$ cat src/rtl/loop_ctrl_pkg.sv
// Shared types and helpers for the LOOP control dead-time sequencer.
package loop_ctrl_pkg;

  localparam int DT_W_DEF   = 6;
  localparam int MIN_ON_DEF = 8;

  typedef enum logic [2:0] {
    ST_IDLE     = 3'd0,
    ST_DT_TO_HS = 3'd1,
    ST_DT_TO_LS = 3'd2,
    ST_HS_ON    = 3'd3,
    ST_LS_ON    = 3'd4,
    ST_FAULT    = 3'd5
  } state_t;

  // A programmed dead time of zero still yields one both-off cycle.
  function automatic logic [DT_W_DEF-1:0] sat_min1(input logic [DT_W_DEF-1:0] dt);
    return (dt == '0) ? DT_W_DEF'(1) : dt;
  endfunction

endpackage

$ cat src/rtl/loop_ctrl_sync2.sv
// Two-flop synchronizer bringing the asynchronous PWM command into CELCLK.
module loop_ctrl_sync2 (
  input  logic CELCLK,
  input  logic CELRSTN,
  input  logic d,
  output logic q
);

  logic meta;

  always_ff @(posedge CELCLK or negedge CELRSTN) begin
    if (!CELRSTN) begin
      meta <= 1'b0;
      q    <= 1'b0;
    end else begin
      meta <= d;
      q    <= meta;
    end
  end

endmodule

$ cat src/rtl/loop_ctrl_deadtime_seq.sv
// Complementary high/low-side drive sequencer with dead time, enable gating and latched fault.
// Optional minimum on-time hold is compiled in with `define LOOPCTRL_MIN_ON_EN.
module loop_ctrl_deadtime_seq
  import loop_ctrl_pkg::*;
#(
  parameter int DT_W       = DT_W_DEF,
  parameter int DT_DEFAULT = 4,
  parameter int MIN_ON     = MIN_ON_DEF
) (
  input  logic            CELCLK,
  input  logic            CELRSTN,
  input  logic            en,
  input  logic            pwm_in,
  input  logic [DT_W-1:0] dt_cfg,
  input  logic            cfg_load,
  input  logic            fault_in,
  output logic            hs_drv,
  output logic            ls_drv,
  output logic            busy,
  output logic            fault_flag
);

  localparam logic [DT_W-1:0] DT_RST = DT_W'(DT_DEFAULT);

  logic            pwm_s;
  state_t          state, state_nxt;
  logic [DT_W-1:0] dt_reg;
  logic [DT_W-1:0] dt_cnt, dt_cnt_nxt;
  logic [DT_W-1:0] dt_load;
  logic            on_ok;

  loop_ctrl_sync2 u_sync (
    .CELCLK  (CELCLK),
    .CELRSTN (CELRSTN),
    .d       (pwm_in),
    .q       (pwm_s)
  );

`ifdef LOOPCTRL_MIN_ON_EN
  localparam int ON_W = $clog2(MIN_ON + 1);
  logic [ON_W-1:0] on_cnt;
  logic            on_now, on_nxt;

  assign on_now = (state == ST_HS_ON) || (state == ST_LS_ON);
  assign on_nxt = (state_nxt == ST_HS_ON) || (state_nxt == ST_LS_ON);
  assign on_ok  = (on_cnt >= ON_W'(MIN_ON));

  // on_cnt holds the number of cycles already spent in the current on state.
  always_ff @(posedge CELCLK or negedge CELRSTN) begin
    if (!CELRSTN) begin
      on_cnt <= '0;
    end else if (on_nxt && !on_now) begin
      on_cnt <= ON_W'(1);
    end else if (on_now && !on_ok) begin
      on_cnt <= on_cnt + 1'b1;
    end
  end
`else
  // Without the minimum on-time hold a side change is always allowed.
  assign on_ok = (MIN_ON >= 0);
`endif

  assign dt_load = sat_min1(dt_reg);

  always_comb begin
    state_nxt  = state;
    dt_cnt_nxt = dt_cnt;
    if (fault_in) begin
      state_nxt = ST_FAULT;
    end else if (state == ST_FAULT) begin
      if (!en) state_nxt = ST_IDLE;
    end else if (!en) begin
      state_nxt = ST_IDLE;
    end else begin
      case (state)
        ST_IDLE: begin
          state_nxt  = pwm_s ? ST_DT_TO_HS : ST_DT_TO_LS;
          dt_cnt_nxt = dt_load;
        end
        // The side is re-decided from pwm_s at the end of the dead time.
        ST_DT_TO_HS, ST_DT_TO_LS: begin
          if (dt_cnt <= DT_W'(1)) state_nxt = pwm_s ? ST_HS_ON : ST_LS_ON;
          else                    dt_cnt_nxt = dt_cnt - 1'b1;
        end
        ST_HS_ON: begin
          if (!pwm_s && on_ok) begin
            state_nxt  = ST_DT_TO_LS;
            dt_cnt_nxt = dt_load;
          end
        end
        ST_LS_ON: begin
          if (pwm_s && on_ok) begin
            state_nxt  = ST_DT_TO_HS;
            dt_cnt_nxt = dt_load;
          end
        end
        default: state_nxt = ST_FAULT;
      endcase
    end
  end

  // Outputs are decoded from the next state so they move on the same edge as the state.
  always_ff @(posedge CELCLK or negedge CELRSTN) begin
    if (!CELRSTN) begin
      state      <= ST_IDLE;
      dt_reg     <= DT_RST;
      dt_cnt     <= '0;
      hs_drv     <= 1'b0;
      ls_drv     <= 1'b0;
      busy       <= 1'b0;
      fault_flag <= 1'b0;
    end else begin
      state      <= state_nxt;
      dt_cnt     <= dt_cnt_nxt;
      if (cfg_load && (state == ST_IDLE || state == ST_FAULT)) dt_reg <= dt_cfg;
      hs_drv     <= (state_nxt == ST_HS_ON);
      ls_drv     <= (state_nxt == ST_LS_ON);
      busy       <= (state_nxt != ST_IDLE);
      fault_flag <= (state_nxt == ST_FAULT);
    end
  end

endmodule
$ cat config.mk
export PLATFORM = sky130hd
export DESIGN_NAME = loop_ctrl_deadtime_seq
export DESIGN_NICKNAME = d
export VERILOG_FILES = /design/src/rtl/loop_ctrl_pkg.sv /design/src/rtl/loop_ctrl_sync2.sv /design/src/rtl/loop_ctrl_deadtime_seq.sv
export SDC_FILE = /design/constraint.sdc
export NUM_CORES = 1
export LEC_CHECK = 0
export CAP_MARGIN = 15
export CORE_MARGIN = 2
export CORE_UTILIZATION = 30
export DETAILED_ROUTE_END_ITERATION = 10
export HOLD_SLACK_MARGIN = 0.1
export PLACE_DENSITY_LB_ADDON = 0.3
export RECOVER_POWER = 100
export SLEW_MARGIN = 20
export SYNTH_ARGS = -nofsm -noshare
export SYNTH_HDL_FRONTEND = slang
export SYNTH_HIERARCHICAL = 1
export SYNTH_SLANG_ARGS = --single-unit
$ cat constraint.sdc
create_clock -name CELCLK -period 5.3 [get_ports CELCLK]
set_clock_uncertainty 0.15 [all_clocks]
set_input_delay 0.53 -clock CELCLK [delete_from_list [all_inputs] [get_ports CELCLK]]
set_output_delay 0.53 -clock CELCLK [all_outputs]
set_load 0.005 [all_outputs]
======== Yosys cells after proc, flatten, opt, wreduce, memory -nomap -nowiden ========
Index checks and enable logic that the tools add are counted.
word-level totals
  logic and storage cells ................. 47
  flip-flop bits (word level) ............. 21
  output and inout port bits .............. 4
cells by class
  magnitude comparators ................... 1
  equality and inequality tests ........... 11
  reductions and logical operators ........ 8
  multiplexer cells ....................... 15
  add/subtract/negate cells ............... 1
  bitwise gates (word level) .............. 2
operators by type and width
  kind                                                                      count
  3-bit 2-to-1 mux                                                          8
  6-bit 2-to-1 mux                                                          4
  6-bit case mux with 4 select lines                                        1
  3-bit == test (second input constant)                                     4
  3-bit case mux with 4 select lines                                        1
  3-bit by 2-bit == test with 1-bit output (second input constant)          3
  7-bit AND reduction                                                       1
  6-bit by 1-bit <= comparator with 1-bit output (second input constant)    1
  6-bit logical NOT                                                         1
  6-bit by 1-bit subtractor with 6-bit output (second input constant)       1
  2-bit inequality test (second input constant)                             2
  4-bit nonzero test                                                        1
  3-bit by 1-bit == test with 1-bit output (second input constant)          1
  3-bit logical NOT                                                         1
  3-bit nonzero test                                                        1
  2-bit 2-to-1 mux                                                          1
  2-bit by 1-bit inequality test with 1-bit output (second input constant)  1
  1-bit inverter                                                            2
  2-bit OR reduction                                                        1
  1-bit logical AND                                                         1
  1-bit logical OR                                                          1

======== Depth between registers and ports, before layout ========
Gate-level depths: netlist (run 1).
  depth in word-level cells ............... 7
  depth in mapped cells ................... 6
  mapped depth without buffers ............ 6

======== Hierarchy ========
The synthesis (run 1) kept the hierarchy.
by module, submodules not included
  module                  sequential area each (um2)  cells an instance  area each (um2)  times used
  loop_ctrl_deadtime_seq  476.7                       110                1171.1           1
  loop_ctrl_sync2         50.0                        2                  50.0             1

======== Worst setup path before layout (run 1) ========
No wires, ideal clock.
  path type ............................... reg2reg
  start point ............................. register dt_cnt[0]
  end point ............................... register dt_cnt[0]
  path slack .............................. 3.253 ns
  period minus slack after synthesis ...... 2.047 ns
  required time ........................... 5.026 ns
  cell stages (with the launch flop) ...... 7
  path buffers ............................ 0
  arrival time ............................ 1.773 ns
  library setup time ...................... 0.124 ns
  path through ............................ dfrtp_1 inv_1 ha_1 or2_1 a221o_2 and3_1 a211o_1
between the ends
  longest elaborated chain between the ends .. 3
  elaborated cells on any way between the ends .. 6
RTL lines
  element                                                                                                               line                                                        source
  start, declared                                                                                                       loop_ctrl_deadtime_seq.sv:28                                logic [DT_W-1:0] dt_cnt, dt_cnt_nxt;
  start signal, assigned                                                                                                loop_ctrl_deadtime_seq.sv:114                               dt_cnt <= dt_cnt_nxt;
  6-bit by 1-bit subtractor with 6-bit output / 6-bit by 1-bit <= comparator with 1-bit output (equally long branches)  loop_ctrl_deadtime_seq.sv:83, loop_ctrl_deadtime_seq.sv:82
  6-bit 2-to-1 mux / 2-bit inequality test (equally long branches)                                                      n/a
  6-bit case mux with 4 select lines / 7-bit AND reduction (equally long branches)                                      n/a
Parallel ways exist; a longest one is shown, timed or not. The select of a mux whose other input is x is not followed.
A chain may end at the register's enable or synchronous reset.

======== Worst setup path after layout (run 1) ========
  start point ............................. register dt_cnt[0]
  end point ............................... register dt_cnt[1]
The elaborated chain is that of the path after synthesis.

==> results of run 1 <==
==> power by group through the flow <==
stage / Combinational [mW] / Clock, mW / Sequential (mW)
finish: 0.119 / 0.103 / 0.235
global route: 0.133 / 0.113 / 0.242
CTS: 0.123 / 0.106 / 0.235
detailed placement: 0.123 / 0 / 0.239
global placement: 0.121 / 0 / 0.238
floorplan: 0.0984 / 0 / 0.222
==> layout make-up <==
type                            count  area [sq um]  share of cell area
Clock inverter                      1          5.00             0.00351
Sequential cell                    21           527               0.370
Multi-Input combinational cell     83           627               0.440
Inverter                            3          11.3             0.00791
Timing Repair Buffer               15           150               0.105
Tap cell                           50          62.6              0.0439
Clock buffer                        3          41.3              0.0290
==> worst paths after layout <==
kind | endpoint | slack, ps
worst max-delay path | dt_cnt[1] | 2890
worst min-delay path | u_sync/q | 200
worst max register to register | dt_cnt[1] | 2890
worst min register to register | u_sync/q | 200
max in group asynchronous | dt_cnt[4] | 3710
min in group asynchronous | hs_drv | 710
==> kinds of logic after synthesis <==
logic type,share of synthesized area
compound gates,0.209
xor+xnor,0.0143
fa+ha+maj,0.0205
buf+inv,0.0318
flops,0.431
simple gates,0.197
mux,0.0963
==> critical path, delay by kind of cell, from the launching register on <==
| family | cells | cell delay, ps |
|---|---|---|
| multiplexers | 1 | 240 |
| adder cells (fa/ha/maj) | 1 | 260 |
| flip-flops | 1 | 430 |
| buffers and inverters | 1 | 80 |
| AO/OA/AOI/OAI | 2 | 890 |
| AND/OR/NAND/NOR | 1 | 300 |
==> layer usage <==
metal	vias to the layer above	track usage	part of all wire
met5	-	0	0
met4	0	0.0450	0.016
met3	4	0.0217	0.028
met2	18	0.164	0.44
met1	455	0.179	0.52
li1	449	-	-
==> layout by cell type (no fill, tap or decap), types with 3 or more instances in the layout <==
cell / count
clkdlybuf4s50_1: 9
clkbuf_8: 3
dfrtp_1: 20
nand2_1: 4
a2bb2oi_1: 4
dlygate4sd3_1: 6
mux2i_1: 5
nor2_1: 7
nor3b_1: 3
nor3_1: 7
a211oi_1: 6
nand2b_1: 3
inv_1: 3
mux2_1: 6
a21oi_1: 7
==> metrics by stage <==
| step | power (mW) | util | instance area, sq um | std cells | setup slack (ps) |
|---|---|---|---|---|---|
| floorplan | 0.320 | - | 1220 | 112 | 3250 |
| global placement | 0.359 | 0.354 | 1410 | 172 | 2880 |
| detailed placement | 0.361 | 0.354 | 1410 | 172 | 2840 |
| CTS | 0.465 | 0.366 | 1450 | 176 | 3060 |
| global route | 0.488 | 0.359 | 1420 | 176 | 2680 |
| finish | 0.457 | 0.359 | 1420 | 176 | 2890 |
==> qor.txt, run 1 <==
Vias in the first global route -> 837
Synthesis-stage register bit count -> 21
Starting density of the core -> 0.307
Largest net degree at the start of global routing -> 22
Worst Tran Pin Value -> 947 ps
Reg2Reg Depth -> 6
Initial DRC Count -> 16
Min cycle time layout -> 2410 ps
Die H -> 67.8 microns
Count leader, synth -> dfrtp_1
Status -> complete, no violations
Die area -> 4600 sq um
PD cells -> 321 nW/um^2
Int Pwr -> 0.305 mW
Fin nets -> 141
Comb power frac -> 0.259
CP endpoint kind -> register
Worst-path maximum fanout -> 6
Switching Share -> 0.333
Clock sink count -> 21
IO Pins -> 16
Sequential-to-total area share from yosys stat -> 0.431
Core area -> 3970 sq um
Top cells by area, synth -> dfrtp_1 (41%), mux2_1 (5.5%), mux2i_1 (4.1%)
CTS tree -> built
Mapped Cells -> 112
Synth Warn # -> 6
Synth Net Count -> 126
Flop pwr share -> 0.515
First-pass GRT wire length -> 4.10 mm
Worst vdd ir -> 0.163 mV
Crit Path Class -> register to register
CTS Buf Count -> 3
CP startpoint -> dt_cnt[0]
Layout cells sized above 1 -> 0.103
Clk_lat worst skew -> 260 ps
Cts repair resizes -> 0
Syn Area/Cell -> 10.9 sq um
H-tree levels -> 1
Yosys top cell by area -> dfrtp_1
Worst-path cell chain -> inv_1 > ha_1 > or2_0 > a221o_2 > a21oi_1 > mux2i_1
P&R area growth vs syn -> 16.6%
Ys async rst share -> 1.00
Setup TNS -> 0 ps
1st-pass router iterations -> 5
CTS clk-pin slew, worst paths -> 70 ps
Routed Antenna Nets -> 0
Top cells by count, synth -> dfrtp_1 (20), nor2_1 (7), nor3_1 (7)
Net switching power -> 0.152 mW
CP Launch Type -> register
Min Hold Slack -> 205 ps
Synth Flop Type -> dfrtp_1
Final period util -> 0.455
R2R Path Start -> dt_cnt[0]
Clock Path Buffers -> 2
Total number of vias -> 926
RSZ-0062 raised after global routing -> no
Post-DP HPWL -> 1.75 mm
Slowest cell on crit path -> a21oi_1
DIE WIDTH -> 67.8 microns
Setup violations, final -> 0
RD Place Congestion -> 0.884
Filler Cell Count -> 412
Clock network power share -> 0.226
Post-synth top area share -> 0.410
Total congestion overflow -> 0
Max Fclk -> 0.415 GHz
Critical Path RT -> 5340 ps
Max transition margin -> 0.366
Initial antenna violation count -> 0
Sum of routed wire length over all layers -> 2.34 mm
Buffers on Ports -> 15
Post-synth cell types -> 45
Worst min path class -> register to register
GRT Overall Usage -> 0.118
Inserted Diodes -> 0
Critical Path Max Stage Delay -> 450 ps
DRC -> 0
Row count -> 23
Leakage -> 0.538 nW
Postcts setup bufs -> 0
Mapped Area -> 1220 sq um
Final hold violations -> 0
Worst hold path startpoint -> u_sync/meta
Max Cap Viol -> 0
Vias per cell -> 5.26
CTS Hold Bufs -> 0
Hold Path Depth -> 0
Worst path arrival time -> 2450 ps
DR WL/cell -> 13.3 microns
Root Buffer -> clkbuf_8
Final Max Tran Viols -> 0
Number of synthesized flops with an enable pin -> 0
Note: power is estimated with default switching activity, not from simulation.
==> run 2: changes to the inputs <==
clock period = 2.1 ns   (was 5.3 ns; I/O delays follow)
==> run 2 against run 1 <==
Net effect: hold slack got worse by 0.92 ps; critical path depth shrank 1; final cell count increased by 6.3%; sequential power grew to 2.5 times the previous value; sequential share of layout area is 2.8 points lower; non-clock buffer count is 11 higher; die area is the same; cell area increased by 8.8%; wire length up 16%; via count increased by 7.9%.
==> qor.txt, run 2 (synthesized netlist as in run 1, its figures left out) <==
DR WL/cell -> 14.5 microns (+8.8%)
DIE WIDTH -> 67.8 microns (unchanged)
Worst vdd ir -> 0.311 mV (+91%)
Initial antenna violation count -> 0 (unchanged)
Vias per cell -> 5.34 (+1.5%)
CP endpoint kind -> register
Critical Path RT -> 2100 ps (-3240 ps)
PD cells -> 803 nW/um^2 (+150%)
Total congestion overflow -> 0 (unchanged)
Buffers on Ports -> 15 (unchanged)
First-pass GRT wire length -> 4.39 mm (+7.1%)
Starting density of the core -> 0.307 (unchanged)
Die H -> 67.8 microns (unchanged)
P&R area growth vs syn -> 26.8%
Commonest non-fill, non-tap cell in the layout -> dfrtp_1
Switching Share -> 0.336 (+0.00349)
Reg2Reg Setup Slack -> 50 ps (-2840 ps)
Post-DP HPWL -> 2.04 mm (+17%)
Final Max Tran Viols -> 0 (unchanged)
IO Pins -> 16 (unchanged)
Root Buffer -> clkbuf_8
Post-route cell area -> 1550 sq um (+8.8%)
Setup violations, final -> 0 (unchanged)
Initial DRC Count -> 36 (+20)
Clk_lat worst skew -> 260 ps (about the same)
Row count -> 23 (unchanged)
CP Launch Type -> register
Post-Place Worst Slack -> -12.7 ps (-2850 ps)
RD Place Congestion -> 0.843 (-4.7%)
GRT Overall Usage -> 0.127 (+0.00943)
Most frequent cells in the layout -> dfrtp_1 (18), clkdlybuf4s50_1 (9), buf_4 (9)
Net switching power -> 0.419 mW (+170%)
CTS Buf Count -> 3 (unchanged)
Final period util -> 0.976 (+0.521)
Min cycle time layout -> 2050 ps (-362 ps)
Int Pwr -> 0.826 mW (+170%)
Final hold violations -> 0 (unchanged)
Sum of routed wire length over all layers -> 2.71 mm (+16%)
FF-to-FF End -> dt_cnt[0]
Leakage -> 0.588 nW (+9.3%)
Reg2Reg Depth -> 5 (-1)
Worst path arrival time -> 2050 ps (-400 ps)
Clock Path Buffers -> 2 (unchanged)
Comb power frac -> 0.309 (+0.050)
Max transition margin -> 0.226 (-0.140)
DRC -> 0 (unchanged)
CTS clk-pin slew, worst paths -> 70 ps (about the same)
Max Fclk -> 0.488 GHz (+18%)
Worst-path maximum fanout -> 6 (unchanged)
Clock sink count -> 21 (unchanged)
Layout cells sized above 1 -> 0.234 (+0.130)
Clock network power share -> 0.214 (-0.012)
H-tree levels -> 1 (unchanged)
Largest net degree at the start of global routing -> 22 (unchanged)
Worst hold path startpoint -> u_sync/meta
R2R Path Start -> dt_cnt[0]
Hold endpoint -> u_sync/q
Placed cell area -> 1490 sq um (+5.9%)
Core area -> 3970 sq um (unchanged)
Total number of vias -> 999 (+7.9%)
CTS Hold Bufs -> 0 (unchanged)
Worst min path class -> register to register
Flop pwr share -> 0.478 (-0.037)
Fin nets -> 152 (+7.8%)
CTS tree -> built
Status -> complete, no violations
Final worst slack -> 49.6 ps (-2840 ps)
Inserted Diodes -> 0 (unchanged)
Max Cap Viol -> 0 (unchanged)
Die area -> 4600 sq um (unchanged)
Setup TNS -> 0 ps (unchanged)
Vias in the first global route -> 981 (+17%)
Worst Tran Pin Value -> 1160 ps (+213 ps)
Crit Path Class -> register to register
1st-pass router iterations -> 4 (-1)
RSZ-0062 raised after global routing -> no
Hold Path Depth -> 0 (unchanged)
Routed Antenna Nets -> 0 (unchanged)
[run 2: changes by cell type in the layout (fill, tap and decap cells not counted), sizes merged]
cell / delta
clkbuf: +3
clkinv: -1
buf: +9
[run 2: worst max-delay path by stage]
stage                     cells past startpoint        end      start  slack [ps]
after global routing                          5  dt_cnt[0]  dt_cnt[0]           9
after global placement                        6  dt_cnt[1]  dt_cnt[0]          60
after CTS                                     6  dt_cnt[0]  dt_cnt[0]           7
final                                         5  dt_cnt[0]  dt_cnt[0]          50
after floorplan                               6  dt_cnt[0]  dt_cnt[0]          50
after detailed placement                      6  dt_cnt[1]  dt_cnt[0]         -10
[run 2: what timing repair did]
item | 4_1_cts | 5_1_grt
cloned | 0 | 0
setup endpoints to repair | 1 | 7
buffers inserted | 0 | 0
gates resized for setup | 1 | 9
pin swaps | 0 | 2
[run 2: stage by stage]
| step | utilization | hold slack, ps | instances | power (mW) |
|---|---|---|---|---|
| 2_1_floorplan | - | -236 | 112 | 0.809 |
| 3_3_place_gp | 0.375 | 187 | 183 | 0.963 |
| 3_5_place_dp | 0.375 | 190 | 183 | 0.974 |
| 4_1_cts | 0.388 | 145 | 187 | 1.25 |
| 5_1_grt | 0.390 | 214 | 187 | 1.32 |
| 6_report | 0.390 | 204 | 187 | 1.24 |
[run 2: worst max-delay path, stage by stage (launching register included)]
cell,delay (ps)
dfrtp_2,450
ha_2,210
or2_1,240
a221o_2,420
and3_1,190
a211o_1,270
[run 2: layer usage]
layer | wire, microns | part of all wire | up-vias | global-route usage
li1 | - | - | 469 | -
met3 | 104 | 0.038 | 9 | 0.0150
met1 | 1180 | 0.44 | 491 | 0.164
met5 | 0 | 0 | - | 0
met2 | 1350 | 0.50 | 30 | 0.216
met4 | 65 | 0.024 | 0 | 0.0525
[run 2: power by group through the flow]
stage	registers [mW]	clock network, mW	logic, mW
6_report	0.595	0.266	0.384
2_1_floorplan	0.560	0	0.248
3_3_place_gp	0.597	0	0.367
3_5_place_dp	0.597	0	0.377
5_1_grt	0.606	0.294	0.424
4_1_cts	0.589	0.277	0.380
[run 2: layout make-up]
| type | instances | area [sq um] |
|---|---|---|
| multi-input combinational | 83 | 676 |
| timing repair buffer | 26 | 225 |
| clock buffer | 4 | 45.0 |
| tap | 50 | 62.6 |
| fill | 397 | 2420 |
| sequential | 21 | 529 |
| inverter | 3 | 11.3 |
==> run 3: changes to the inputs <==
CORE_ASPECT_RATIO = 0.9   (was unset)
CTS_BUF_LIST = sky130_fd_sc_hd__clkbuf_8 sky130_fd_sc_hd__clkbuf_16   (was unset)
==> run 3 against run 2 <==
Net effect: global-route usage rose by 0.28 points; cell area rose by 2.5%; non-clock buffer count rose by 3; core utilization rose by 2.7 points; power rose by 0.59%; first-iteration DRC count rose by 75%; die area barely moved; register-to-register slack got worse by 20 ps; final cell count fell by 0.53%.
==> qor.txt, run 3 (synthesized netlist as in run 1, its figures left out) <==
Max Cap Viol -> 0 (unchanged)
Worst Tran Pin Value -> 479 ps (-682 ps)
Clk_lat worst skew -> 260 ps (about the same)
Int Pwr -> 0.824 mW (-0.30%)
Filler Cell Count -> 343 (-14%)
Root Buffer -> clkbuf_8
Setup TNS -> 0 ps (unchanged)
Placed cell area -> 1480 sq um (-0.34%)
Flop pwr share -> 0.474 (-0.004)
DRC -> 0 (unchanged)
Reg2Reg Depth -> 6 (+1)
Hold Path Depth -> 0 (unchanged)
P&R area growth vs syn -> 30.0%
CP endpoint kind -> register
Reg2Reg Setup Slack -> 30 ps (-20 ps)
Layout cells sized above 1 -> 0.250 (+0.0164)
FF-to-FF End -> dt_cnt[0]
Inserted Diodes -> 0 (unchanged)
Max transition margin -> 0.681 (+0.455)
Initial antenna violation count -> 0 (unchanged)
GRT Overall Usage -> 0.130 (+0.00278)
Crit Path Class -> register to register
Worst vdd ir -> 0.343 mV (+10%)
Critical Path End -> dt_cnt[0]
DIE WIDTH -> 71.3 microns (+5.1%)
Routed Antenna Nets -> 0 (unchanged)
Leakage -> 0.612 nW (+4.1%)
Buffers on Ports -> 15 (unchanged)
Largest net degree at the start of global routing -> 15 (-32%)
Net switching power -> 0.428 mW (+2.3%)
Critical Path RT -> 2110 ps (about the same)
Worst hold path startpoint -> u_sync/meta
Vias per cell -> 5.56 (+4.2%)
PD cells -> 788 nW/um^2 (-1.9%)
DR WL/cell -> 14.7 microns (+1.7%)
RD Place Congestion -> 0.827 (-1.9%)
Worst min path class -> register to register
Final hold violations -> 0 (unchanged)
Starting density of the core -> 0.321 (+0.0130)
Final period util -> 0.988 (+0.0115)
Total congestion overflow -> 0 (unchanged)
First-pass GRT wire length -> 4.68 mm (+6.6%)
Post-DP HPWL -> 2.02 mm (-0.96%)
Clock sink count -> 21 (unchanged)
Final Max Tran Viols -> 0 (unchanged)
Die H -> 64.5 microns (-4.8%)
Worst-path maximum fanout -> 6 (unchanged)
Sum of routed wire length over all layers -> 2.74 mm (+1.2%)
Fin nets -> 155 (+2.0%)
R2R Path Start -> dt_cnt[0]
Max Fclk -> 0.482 GHz (-1.2%)
Row count -> 21 (-8.7%)
Comb power frac -> 0.313 (+0.004)
Setup violations, final -> 0 (unchanged)
Total number of vias -> 1,035 (+3.6%)
Core area -> 3810 sq um (-4.1%)
Status -> complete, no violations
Worst path arrival time -> 2080 ps (+30 ps)
Min cycle time layout -> 2070 ps (+24.2 ps)
Switching Share -> 0.342 (+0.00587)
CTS tree -> built
1st-pass router iterations -> 4 (unchanged)
Vias in the first global route -> 973 (-0.82%)
Most frequent cells in the layout -> dfrtp_1 (20), clkdlybuf4s50_1 (9), buf_4 (9)
IO Pins -> 16 (unchanged)
Clock network power share -> 0.214 (about the same)
Commonest non-fill, non-tap cell in the layout -> dfrtp_1
Post-route cell area -> 1590 sq um (+2.5%)
Die area -> 4600 sq um (about the same)
CTS Buf Count -> 3 (unchanged)
RSZ-0062 raised after global routing -> yes
Clock Path Buffers -> 2 (unchanged)
H-tree levels -> 1 (unchanged)
Initial DRC Count -> 63 (+75%)
Post-Route Utilization -> 0.417 (+0.0267)
CP startpoint -> dt_cnt[0]
CP Launch Type -> register
CTS clk-pin slew, worst paths -> 80 ps (about the same)
-- run 3: worst min-delay path by stage --
| stage | end | slack, ps |
|---|---|---|
| floorplan | busy | -240 |
| global placement | u_sync/q | 190 |
| detailed placement | u_sync/q | 190 |
| CTS | u_sync/q | 210 |
| global route | u_sync/q | 210 |
| finish | u_sync/q | 210 |
-- run 3: metrics by stage --
step	power [mW]	worst slack, ps	cells	hold slack, ps
2_1_floorplan	0.809	53.0	112	-236
3_3_place_gp	0.963	60.1	179	187
3_5_place_dp	0.972	1.19	179	194
4_1_cts	1.25	4.50	184	212
5_1_grt	1.34	-28.0	186	213
6_report	1.25	25.3	186	206
-- run 3: power by group through the flow --
stage / clock, mW / combinational (mW) / sequential, mW
floorplan: 0 / 0.248 / 0.560
global placement: 0 / 0.367 / 0.596
detailed placement: 0 / 0.371 / 0.601
CTS: 0.278 / 0.377 / 0.593
global route: 0.295 / 0.434 / 0.610
finish: 0.268 / 0.391 / 0.593
-- run 3: worst max-delay path: stages, from the launching register on --
cell,delay (ps)
dfrtp_1,420
inv_1,80
ha_1,210
or2_1,230
a221o_2,440
and3_4,180
a211o_1,250
-- run 3: routing by layer --
| metal | wire length, microns | GRT usage | part of all wire |
|---|---|---|---|
| met1 | 1190 | 0.170 | 0.43 |
| met2 | 1290 | 0.209 | 0.47 |
| met3 | 183 | 0.0187 | 0.067 |
| met4 | 73 | 0.0660 | 0.027 |
| met5 | 0 | 0 | 0 |
-- run 3: final cells by class --
type,count,area (sq um),share of cell area
multi-input combinational,83,694,0.437
sequential,21,527,0.332
inverter,3,11.3,0.00709
clock buffer,3,41.3,0.0260
timing repair buffer,29,251,0.158
clock inverter,1,5.00,0.00315
tap,46,57.6,0.0362
-- run 3: what timing repair did --
action / in CTS / in global routing
endpoints found under the setup margin: 1 / 7
hold endpoints to repair: 6 / 0
hold buffers: 1 / 0
setup buffers: 0 / 2
pin swaps: 0 / 5
resized for setup: 1 / 8
==> RTL edit, RTL diff (settings of run 1) <==
The package constant `DT_W_DEF` goes from 6 to 12.
--- a/src/rtl/loop_ctrl_pkg.sv
+++ b/src/rtl/loop_ctrl_pkg.sv
@@ -1,7 +1,7 @@
 // Shared types and helpers for the LOOP control dead-time sequencer.
 package loop_ctrl_pkg;
 
-  localparam int DT_W_DEF   = 6;
+  localparam int DT_W_DEF   = 12;
   localparam int MIN_ON_DEF = 8;
 
   typedef enum logic [2:0] {
Ports: changed (resized dt_cfg); port bits go from 16 to 22. The function was not compared with the original's and may differ.
==> RTL edit against run 1 <==
  * The run now ends with max-capacitance violations, max-slew violations left
  * Register-to-register slack got worse by 0.24 ns
  * Sequential cell count rose by 12
  * Non-clock buffer count rose by 8
  * Worst hold slack improved by 0.0017 ns
  * Global-route usage rose by 1.1 points
  * Wire length rose by 54%
  * Count of clock-buffer cells in the layout rose by 2
  * Total power rose by 61%
  * First-iteration DRC count rose to 3.9 times the old value
  * Area after synthesis rose by 41%
  * Critical path depth fell by 3
  * Combinational power rose by 45%
  * Setup slack got worse by 0.26 ns
  * Cell area rose by 45%
  * Critical endpoint is now dt_reg[3]
==> RTL edit: results (changes against run 1) <==
CTS
  – H-tree lvl count: 2 (+1)
  – Num CTS Buffers: 5 (+2)
  – Skew-Pair Late Insertion Delay: 0.29 ns (+0.03 ns)

Worst setup path
  – Arrival @ worst endpoint: 2.69 ns (+0.24 ns)
  – CP Max Fanout: 12 (+6)
  – CP max-delay cell: nor3b_1
  – R2R depth: 3 (-3)
  – Crit Path Category: input port to flop
  – CP top delay family: simple AND/OR/NAND/NOR gates
  – Worst reg2reg endpoint: dt_reg[3]

GRT
  – Largest net degree at the start of global routing: 34 (+55%)
  – Vias in the first global route: 1326 (+58%)
  – Met1 Resource Use GR: 16.2% (-1.6 points)
  – First-pass GRT wire length: 6.35 mm (+55%)

Synth
  – Synth unique cells: 47 (+4.4%)
  – Syn nets: 190 (+51%)
  – Synthesized instance count: 170 (+52%)
  – List of most frequent post-synthesis cells: dfrtp_1, a21oi_1, nand2_1
  – Sequential fraction of the synthesis area: 48.2% (+5.0 points)

Outcome
  – Failing checks: max-capacitance violations, max-slew violations
  – Status: complete, but fails checks

Timing
  – Hold WS: 0.206 ns (+0.00168 ns)
  – Slew Viols, Final: 47 (+47)

Place
  – Placer Congestion: 0.882 (-0.24%)
  – DP Area: 2000 um2 (+42%)
  – PortBufs: 21 (+6)

Layout
  – Layout fillers: 562 (+36%)
  – Fin nets: 212 (+50%)

Run
  – Max Cap Viol: 2 (+2)

Routing
  – Vias per cell: 5.18 (-1.5%)

Pwr
  – VDD IR max: 0.000157 V (-3.6%)
-- RTL edit: cell count changes after synthesis, sizes merged, moves of 4 or more --
cell	run 1	this run
nand3	1	5
mux2	6	12
inv	3	7
a211oi	7	2
o21ai	2	11
a21oi	7	13
dfrtp	20	32
mux2i	5	0
nand2	4	13
nor4	2	6
-- RTL edit: cell families (layout without fill, tap and decap cells) --
logic type,count (synthesis),in the layout,share of synthesized area (%)
multiplexers,12,12,7.87
flip-flops,33,33,48.2
XOR/XNOR,1,1,0.510
AO/OA/AOI/OAI,51,51,19.9
adder cells (fa/ha/maj),2,2,1.46
buffers and inverters,15,38,3.50
AND/OR/NAND/NOR,56,56,18.6
-- RTL edit: area by class of cell --
cell class              count  share of cell area [%]
flip-flops and latches     33                    40.2
multi-input cells         122                    39.2
repair buffers             23                    10.8
well taps                  72                    4.37
clock buffers               5                    3.34
inverters                   7                    1.28
clock inverters             3                   0.851
-- RTL edit: per-layer routing --
metal	part of all wire, %	wire [um]
met4	1.5	54
met3	3.2	115
met2	49	1760
met1	47	1690
met5	0	0
-- RTL edit: where the power goes --
group          internal (mW)  total, mW  switching, mW
registers              0.311      0.376         0.0652
clock network         0.0906      0.186         0.0958
logic                 0.0901      0.173         0.0829
-- RTL edit: worst min path at each step --
stage               endpoint  cells after the start
floorplan               busy                      0
global placement    u_sync/q                      0
detailed placement  u_sync/q                      0
CTS                 u_sync/q                      0
global route        u_sync/q                      0
finish              u_sync/q                      0
-- RTL edit: worst register-to-register path, stage by stage (launching register included) --
cell and delay, ns:
dfrtp_1 0.47, xor2_1 0.19, nor3b_1 1.29, mux2_2 0.44
-- RTL edit: metrics by stage --
stage / setup slack (ns) / util [%]
finish: 2.63 / 37.4
global route: 2.46 / 37.4
CTS: 2.91 / 37.9
detailed placement: 2.63 / 36.4
global placement: 2.66 / 36.4
floorplan: 3.27 / -
